--- src/rtl/root_module_fanin_collector_if.sv ---
// Handshake bundle between the fan-in collector and its surroundings.
//   child_valid/child_data/child_ready : NUM_CHILD child channels, child i
//                                        data at [i*DATA_W +: DATA_W]
//   out_valid/out_ready/out_data/out_idx : single tagged output channel
// The master modport is the collector side; slave is the environment side
// (children plus parent).
interface root_module_fanin_collector_if #(
  parameter int NUM_CHILD = 5,
  parameter int DATA_W    = 16,
  parameter int IDX_W     = 3
);
  logic [NUM_CHILD-1:0]        child_valid;
  logic [NUM_CHILD*DATA_W-1:0] child_data;
  logic [NUM_CHILD-1:0]        child_ready;
  logic                        out_valid;
  logic                        out_ready;
  logic [DATA_W-1:0]           out_data;
  logic [IDX_W-1:0]            out_idx;

  modport master (
    input  child_valid, child_data, out_ready,
    output child_ready, out_valid, out_data, out_idx
  );

  modport slave (
    output child_valid, child_data, out_ready,
    input  child_ready, out_valid, out_data, out_idx
  );
endinterface

--- src/rtl/root_module_fanin_collector.sv ---
// Fan-in collector: return path of a root module's child instances.
// Round-robin arbitration over NUM_CHILD valid/ready child channels, one
// registered output stage tagged with the originating child index, and a
// saturating count of words handed to the parent.
// Ports:
//   clk        rising-edge clock
//   rst_n      synchronous active-low reset
//   en         arbitration enable; low blocks new grants in the same cycle
//   bus        collector side (master) of the handshake bundle
//   fwd_count  words accepted by the parent, saturating at 2^CNT_W-1
//   idle       state is IDLE and the output stage is empty
module root_module_fanin_collector #(
  parameter int NUM_CHILD = 5,
  parameter int DATA_W    = 16,
  parameter int IDX_W     = 3,
  parameter int CNT_W     = 16
) (
  input  logic                          clk,
  input  logic                          rst_n,
  input  logic                          en,
  root_module_fanin_collector_if.master bus,
  output logic [CNT_W-1:0]              fwd_count,
  output logic                          idle
);

  typedef enum logic [1:0] {ST_IDLE, ST_RUN, ST_DRAIN} state_t;

  state_t              state_q, state_d;
  logic [IDX_W-1:0]    rr_ptr_q, rr_ptr_d;
  logic                out_valid_q, out_valid_d;
  logic [DATA_W-1:0]   out_data_q, out_data_d;
  logic [IDX_W-1:0]    out_idx_q, out_idx_d;
  logic [CNT_W-1:0]    fwd_count_q, fwd_count_d;
  logic                idle_q, idle_d;

  logic                load;
  logic                any_valid;
  logic                grant;
  logic                accept;
  logic [IDX_W-1:0]    gnt_idx;
  logic [IDX_W:0]      cand;
  logic [DATA_W-1:0]   gnt_data;
  logic [NUM_CHILD-1:0] child_ready_c;

  // Only a RUN-state cycle with en high may load, and only if the output
  // stage is empty or being emptied this very cycle (no-bubble replace).
  assign load   = (state_q == ST_RUN) && en && (!out_valid_q || bus.out_ready);
  assign accept = out_valid_q && bus.out_ready;
  // rst_n gates the grant so children never see a ready during reset.
  assign grant  = load && any_valid && rst_n;

  // Round-robin search starting at rr_ptr, wrapping NUM_CHILD-1 -> 0.
  always_comb begin
    any_valid = 1'b0;
    gnt_idx   = '0;
    cand      = '0;
    for (int k = 0; k < NUM_CHILD; k++) begin
      cand = {1'b0, rr_ptr_q} + (IDX_W+1)'(k);
      if (cand >= (IDX_W+1)'(NUM_CHILD)) cand = cand - (IDX_W+1)'(NUM_CHILD);
      if (!any_valid && bus.child_valid[cand[IDX_W-1:0]]) begin
        any_valid = 1'b1;
        gnt_idx   = cand[IDX_W-1:0];
      end
    end
  end

  // Constant-index mux keeps child_data off every combinational output.
  always_comb begin
    gnt_data      = '0;
    child_ready_c = '0;
    for (int i = 0; i < NUM_CHILD; i++) begin
      if (gnt_idx == IDX_W'(i)) begin
        gnt_data         = bus.child_data[i*DATA_W +: DATA_W];
        child_ready_c[i] = grant;
      end
    end
  end

  always_comb begin
    state_d = state_q;
    case (state_q)
      ST_IDLE:  if (en) state_d = ST_RUN;
      ST_RUN:   if (!en) state_d = out_valid_q ? ST_DRAIN : ST_IDLE;
      ST_DRAIN: begin
        if (en) state_d = ST_RUN;
        // An empty stage also leaves DRAIN, so a word accepted on the
        // RUN->DRAIN cycle cannot strand the FSM.
        else if (!out_valid_q || bus.out_ready) state_d = ST_IDLE;
      end
      default:  state_d = ST_IDLE;
    endcase
  end

  always_comb begin
    rr_ptr_d    = rr_ptr_q;
    out_valid_d = out_valid_q;
    out_data_d  = out_data_q;
    out_idx_d   = out_idx_q;
    fwd_count_d = fwd_count_q;
    if (grant) begin
      out_valid_d = 1'b1;
      out_data_d  = gnt_data;
      out_idx_d   = gnt_idx;
      rr_ptr_d    = (gnt_idx == IDX_W'(NUM_CHILD-1)) ? '0 : gnt_idx + IDX_W'(1);
    end else if (accept) begin
      out_valid_d = 1'b0;
    end
    if (accept && (fwd_count_q != {CNT_W{1'b1}})) fwd_count_d = fwd_count_q + CNT_W'(1);
    idle_d = (state_d == ST_IDLE) && !out_valid_d;
  end

  always_ff @(posedge clk) begin
    if (!rst_n) begin
      state_q     <= ST_IDLE;
      rr_ptr_q    <= '0;
      out_valid_q <= 1'b0;
      out_data_q  <= '0;
      out_idx_q   <= '0;
      fwd_count_q <= '0;
      idle_q      <= 1'b1;
    end else begin
      state_q     <= state_d;
      rr_ptr_q    <= rr_ptr_d;
      out_valid_q <= out_valid_d;
      out_data_q  <= out_data_d;
      out_idx_q   <= out_idx_d;
      fwd_count_q <= fwd_count_d;
      idle_q      <= idle_d;
    end
  end

  assign bus.child_ready = child_ready_c;
  assign bus.out_valid   = out_valid_q;
  assign bus.out_data    = out_data_q;
  assign bus.out_idx     = out_idx_q;
  assign fwd_count       = fwd_count_q;
  assign idle            = idle_q;

endmodule

--- src/flat_wrapper.sv ---
// flat-port wrapper written by rule: the top's interface ports become plain ports
module root_module_fanin_collector_flat 
#(
  parameter int NUM_CHILD = 5,
  parameter int DATA_W    = 16,
  parameter int IDX_W     = 3,
  parameter int CNT_W     = 16
)
  (clk, rst_n, en, fwd_count, idle, bus_child_valid, bus_child_data, bus_out_ready, bus_child_ready, bus_out_valid, bus_out_data, bus_out_idx);
  root_module_fanin_collector_if #(.NUM_CHILD(NUM_CHILD), .DATA_W(DATA_W), .IDX_W(IDX_W)) bus_i ();
  input  logic clk;
  input  logic rst_n;
  input  logic en;
  output logic [CNT_W-1:0] fwd_count;
  output logic idle;
  input wire logic [$bits(bus_i.child_valid)-1:0] bus_child_valid;
  input wire logic [$bits(bus_i.child_data)-1:0] bus_child_data;
  input wire logic [$bits(bus_i.out_ready)-1:0] bus_out_ready;
  output wire logic [$bits(bus_i.child_ready)-1:0] bus_child_ready;
  output wire logic [$bits(bus_i.out_valid)-1:0] bus_out_valid;
  output wire logic [$bits(bus_i.out_data)-1:0] bus_out_data;
  output wire logic [$bits(bus_i.out_idx)-1:0] bus_out_idx;
  assign bus_i.child_valid = bus_child_valid;
  assign bus_i.child_data = bus_child_data;
  assign bus_i.out_ready = bus_out_ready;
  assign bus_child_ready = bus_i.child_ready;
  assign bus_out_valid = bus_i.out_valid;
  assign bus_out_data = bus_i.out_data;
  assign bus_out_idx = bus_i.out_idx;
  root_module_fanin_collector #(.NUM_CHILD(NUM_CHILD), .DATA_W(DATA_W), .IDX_W(IDX_W), .CNT_W(CNT_W)) u_core (.clk(clk), .rst_n(rst_n), .en(en), .bus(bus_i), .fwd_count(fwd_count), .idle(idle));
endmodule
--- config.mk ---
export PLATFORM = sky130hd
export DESIGN_NAME = root_module_fanin_collector_flat
export DESIGN_NICKNAME = d
export VERILOG_FILES = /design/src/rtl/root_module_fanin_collector_if.sv /design/src/rtl/root_module_fanin_collector.sv /design/src/flat_wrapper.sv
export SDC_FILE = /design/constraint.sdc
export NUM_CORES = 1
export LEC_CHECK = 0
export ABC_CLOCK_PERIOD_IN_PS = 9800
export CORE_ASPECT_RATIO = 0.75
export CORE_MARGIN = 4
export CORE_UTILIZATION = 49
export CTS_BUF_LIST = sky130_fd_sc_hd__clkbuf_8 sky130_fd_sc_hd__clkbuf_16
export DETAILED_ROUTE_END_ITERATION = 8
export GPL_ROUTABILITY_DRIVEN = 0
export HOLD_SLACK_MARGIN = 0.05
export PLACE_DENSITY = 0.93
export SYNTH_ARGS = -nofsm -noshare
export SYNTH_HDL_FRONTEND = slang
export SYNTH_SLANG_ARGS = --single-unit
--- constraint.sdc ---
create_clock -name clk -period 9.8 [get_ports clk]
set_input_delay 0.98 -clock clk [delete_from_list [all_inputs] [get_ports clk]]
set_output_delay 0.98 -clock clk [all_outputs]
set_load 0.02 [all_outputs]
# After elaboration in Yosys (flattened, before gate mapping)
# Index checks and enable logic that the tools add are counted.
# Widths: inputs -> output; s select.
[totals] regBits=42 in_bits=89 out_inout_bits=42 word_cells=100
[classes] addsub=11 magnitude_cmp=10 eq_ne=7 mux=44 n_reduce_logical=21
[ops] op="$mux 16" count=5
[ops] op="$mux 3" count=11
[ops] op="$lt 3x4->1 const B" count=5
[ops] op="$mux 1" count=17
[ops] op="$add 16x1->16 const B" count=1
[ops] op="$ge 4x3->1 const B" count=4
[ops] op="$ne 16x16->1 const B" count=1
[ops] op="$bmux 1 s3" count=5
[ops] op="$sub 3x3->3 const B" count=5
[ops] op="$logic_and 1x1->1" count=11
[ops] op="$mux 2" count=5
[ops] op="$add 3x2->4 const B" count=2
[ops] op="$eq 3x2->1 const B" count=2
[ops] op="$logic_not 1->1" count=6
[ops] op="$pmux 2 s3" count=1
[ops] op="$add 3x1->4 const B" count=1
[ops] op="$add 3x3->4 const B" count=1
[ops] op="$logic_not 2->1" count=2
[ops] op="$add 3x1->3 const B" count=1
[ops] op="$eq 3x1->1 const B" count=1
[ops] op="$eq 3x3->1 const B" count=1
[ops] op="$ge 3x3->1 const B" count=1
[ops] op="$logic_not 3->1" count=1
[ops] op="$eq 2x1->1 const B" count=1
[ops] op="other kinds (2)" count=2

# Longest topological paths before layout
[depth] ltp_word=23 depth_mapped=22 mapped_depth_nobuf=20

# Least setup slack after synthesis
# No wires, ideal clock.
[synth_path] kind="reg2out" start="register u_core.rr_ptr_q[1]" end="output bus_child_ready[3]" t_arrival_ns=3.982 t_required_ns=8.820 setup_slack_ns=4.838 path_stages_with_launch=20 path_buffers=3 cell_sequence="dfxtp_1 > buf_2 > inv_1 > ha_1 > ha_1 > clkbuf_1 > inv_1 > a22oi_1 > nor2_1 > nor2_2 > nand4_2 > nor4_2 > or2b_1 > nand3_1 > inv_1 > ha_1 > ha_1 > clkinv_1 > clkbuf_1 > nor2_1"
[synth_between] elab_chain_len=20
[synth_lines] element="start, declared" line="root_module_fanin_collector.sv:29" rtl="logic [IDX_W-1:0] rr_ptr_q, rr_ptr_d;"
[synth_lines] element="start signal, assigned" line="root_module_fanin_collector.sv:123" rtl="rr_ptr_q <= rr_ptr_d;"
[synth_lines] element="parallel branches: the longest is 19 deep, another holds $add 3x1->4"
[synth_lines] element="$mux 1 *" line="root_module_fanin_collector.sv:72" rtl="if (gnt_idx == IDX_W'(i)) begin"
[synth_lines] element="end, declared" line="flat_wrapper.sv:19" rtl="output wire logic [$bits(bus_i.child_ready)-1:0] bus_child_ready;"
# Mark *: on every way between the ends. The select of a mux whose other input is x is not followed.

# Worst setup path after layout
[layout_path] start="register u_core.rr_ptr_q[0]" end="output bus_child_ready[3]"
# The elaborated chain is that of the path after synthesis.

==> summary.txt <==
Run status
  • Status: finished clean

Detailed routing
  • DR WL/cell: 19.12 um
  • Initial DRT Pass Iterations: 6
  • Vias: 3829
  • Starting DRT DRC Count: 297
  • DRC: 0
  • Final ANT Viol Nets: 0
  • Total Wirelength: 11.68 mm
  • Vias per cell: 6.267

Logic synthesis
  • Post-synthesis mux area share: 0.04174
  • Async set-reset flop share out of synthesis: 0
  • Main combinational cell family by area after synthesis: compound AO/OA/AOI/OAI gates
  • Top cells by area, synth: dfxtp_1 24%, a221oi_2 5.9%, ha_1 4.6%
  • Compound-Gate Fraction of Synth Area: 0.3261
  • Post-synth EDFFs: 0
  • Sequential area share after synthesis: 0.2377
  • Synth Area in Adders: 0.05164
  • Synthesized instance count: 401
  • Syn Area/Cell: 8.821 um^2
  • Post-synth top area cell: dfxtp_1
  • Post-Synth XOR/XNOR Area: 0.03962
  • Synth top area share: 0.2377
  • #FFs+latches synth: 42
  • Distinct cells, synth: 74
  • YS warnings: 0
  • Syn Nets: 504
  • Ys flop type: dfxtp_1
  • Synthesized cell area: 3537 um^2
  • Synth Area in Simple Gates: 0.2345

Hold path
  • Worst Hold Class: reg -> reg

STA
  • Unrepaired setup endpoints after global routing: no
  • Worst-Margin Slew: 997.6 ps
  • Post-layout min period: 6964 ps
  • Max Freq: 143.6 MHz
  • Final hold vios: 0
  • Slew HR: 0.3349
  • Final Skew: 5.115 ps
  • Fin. max-slew vios: 0
  • Sum Neg Setup Slack: 0 ps
  • Hold WS: 493.9 ps
  • Fin crit share: 0.7106
  • Endpoints failing setup: 0

Setup path
  • CP Capture Type: output pin
  • Worst path required time: 8820 ps
  • CP most frequent cell: ha_1
  • CP max-delay cell: dfxtp_1
  • Crit-path cells: inv_1 -> ha_1 -> ha_1 -> a31o_2 -> a2111oi_4 -> o221ai_1 -> a21oi_1 -> nor3_1 -> o21ai_0 -> a22oi_1 -> inv_1 -> ha_1 -> ha_1 -> clkinv_1 -> nor2_1 -> clkdlybuf4s50_1
  • Startpoint types: flip-flop
  • Critical path fanouts, max: 25
  • Worst Path Class, Setup: reg -> out
  • CP arrival: 5980 ps
  • Slowest cell delay on critical path: 950 ps

Power
  • Register share of total power: 0.336
  • NetSw: 204.4 uW
  • Pwr/cell area: 112.1 nW/um^2
  • Internal: 343.4 uW
  • Pleak: 0.001658 uW
  • VDD IR max: 69.01 uV
  • Clk pwr share: 0.232
  • Gate power share: 0.432
  • Sw frac: 0.3732

Floorplanning
  • Die width: 106.1 um
  • Die Area: 8656 um^2
  • CORE AREA: 6897 um^2
  • Row cnt: 26
  • Die height: 81.58 um
  • Initial Util: 0.5129
  • Ports: 131

Final layout
  • Design area: 4887 um^2
  • Synthesis-to-finish area growth: 38.17%
  • Number of fill cells: 575
  • Antenna diodes: 0
  • Layout cells sized above 1: 0.09162
  • Commonest non-fill, non-tap cell in the layout: clkdlybuf4s50_1
  • Final core utilization: 0.7086
  • Fin nets: 615
  • Area of the multi-input gates: 2454 um^2
  • Seq. cell area: 840.8 um^2
  • Most frequent cells in the layout: 130 x clkdlybuf4s50_1, 42 x dfxtp_1, 25 x a21oi_1

Clocking
  • Clk pin slew, worst setup/hold paths: 90 ps
  • CTS Buf Count: 5
  • Post_cts resized: 0
  • Postcts setup bufs: 0
  • Worst-skew pair later-pin latency: 310 ps
  • CTS tree: yes
  • Maximum clock path buffer count: 2
  • H-Tree Depth: 2
  • Clk root buf: clkbuf_8
  • Cts hold-fix bufs: 0
  • CTS Sinks: 42

GRT
  • Pin count of the biggest net entering global routing: 34
  • Global-route wire length before repair: 18.52 mm
  • Vias in the first global route: 3823
  • Total grt overflow: 0
  • GRT Util Overall: 0.2592
  • Antenna violations before repair: 0

Run
  • Max-cap violations: 0

Place
  • DP HPWL: 8.634 mm
  • Area after DPL: 4790 um^2
  • PortBufs: 130
## kinds of logic (layout without fill, tap and decap cells)
group                    after synthesis  after routing
XOR/XNOR                              16             16
AND/OR/NAND/NOR                      140            140
multiplexers                          12             12
flip-flops                            42             42
buffers and inverters                 43            155
AO/OA/AOI/OAI                        134            134
adder cells (fa/ha/maj)               14             14
## power groups by stage
stage                     Clock (uW)  Combinational, uW  Sequential [uW]
after floorplan                    0                151              192
after global placement             0                221              187
after detailed placement           0                231              188
after CTS                        128                233              184
after global routing             135                253              185
final                            127                237              184
## registers in the layout, summed over array words and instances (netlist names)
register and cells:
u_core.bus.out_valid 1, u_core.fwd_count 16, u_core.bus.out_idx 3, u_core.idle 1
u_core.state_q 2, u_core.rr_ptr_q 3, u_core.bus.out_data 16
## worst max-delay path: cells and delay by family, from the launching register on
family,cells,cell delay (ps)
adders and majority gates,4,1130
and+or+nand+nor,2,340
DFF,1,950
buffers and inverters,4,1490
AOI/OAI and AO/OA,6,1750
## stage by stage
| step | worst slack (ps) | instances | power (uW) |
|---|---|---|---|
| 2_1_floorplan | 4838 | 401 | 342.9 |
| 3_3_place_gp | 3660 | 603 | 408.8 |
| 3_5_place_dp | 3349 | 603 | 418.5 |
| 4_1_cts | 2931 | 611 | 544.7 |
| 5_1_grt | 2420 | 611 | 573.5 |
| 6_report | 2836 | 611 | 547.8 |
## cell type report
cell class                 count  area share
tap                           98     0.02509
clock inverter                 3    0.005888
timing repair buffer         132      0.2693
sequential                    42      0.1720
inverter                      15     0.01152
clock buffer                   5     0.01408
multi-input combinational    316      0.5020
## layer usage
| metal | vias to the layer above | track usage | share of wire |
|---|---|---|---|
| li1 | 1765 | - | - |
| met1 | 1798 | 0.3314 | 0.41 |
| met2 | 231 | 0.4406 | 0.47 |
| met3 | 35 | 0.05970 | 0.091 |
| met4 | 0 | 0.07633 | 0.023 |
| met5 | - | 0 | 0 |
## final timing paths
kind	from	endpoint	slack (ps)	depth (start not counted)
min	u_core.state_q[1]$_SDFF_PN0_	u_core.state_q[1]$_SDFF_PN0_	490	2
max reg2reg	u_core.rr_ptr_q[0]$_SDFFE_PN0N_	u_core.bus.out_data[1]$_SDFFE_PN0N_	3600	18
min reg2reg	u_core.state_q[1]$_SDFF_PN0_	u_core.state_q[1]$_SDFF_PN0_	490	2
max	u_core.rr_ptr_q[0]$_SDFFE_PN0N_	bus_child_ready[3]	2840	16
## synthesized netlist by cell type (3+ instances only)
| master | count |
|---|---|
| dfxtp_1 | 42 |
| a21oi_1 | 25 |
| nand2_1 | 23 |
| nand3b_1 | 18 |
| and2_1 | 17 |
| xnor2_1 | 15 |
| a221oi_2 | 14 |
| a222oi_1 | 14 |
| inv_1 | 14 |
| ha_1 | 13 |
| nand3_1 | 13 |
| nor2_1 | 13 |
| o22a_1 | 13 |
| nor3_1 | 11 |
| o21ai_0 | 11 |
| clkbuf_1 | 9 |
| or3_1 | 9 |
| a22oi_1 | 8 |
| buf_4 | 8 |
| mux2i_1 | 8 |
| a21boi_0 | 7 |
| nor2b_1 | 7 |
| buf_6 | 6 |
| and3_1 | 5 |
| buf_2 | 5 |
| nand2b_1 | 5 |
| o211ai_1 | 4 |
| o221ai_1 | 4 |
| o21a_1 | 3 |
| o21ai_1 | 3 |
(Power assumes the default switching activity.)
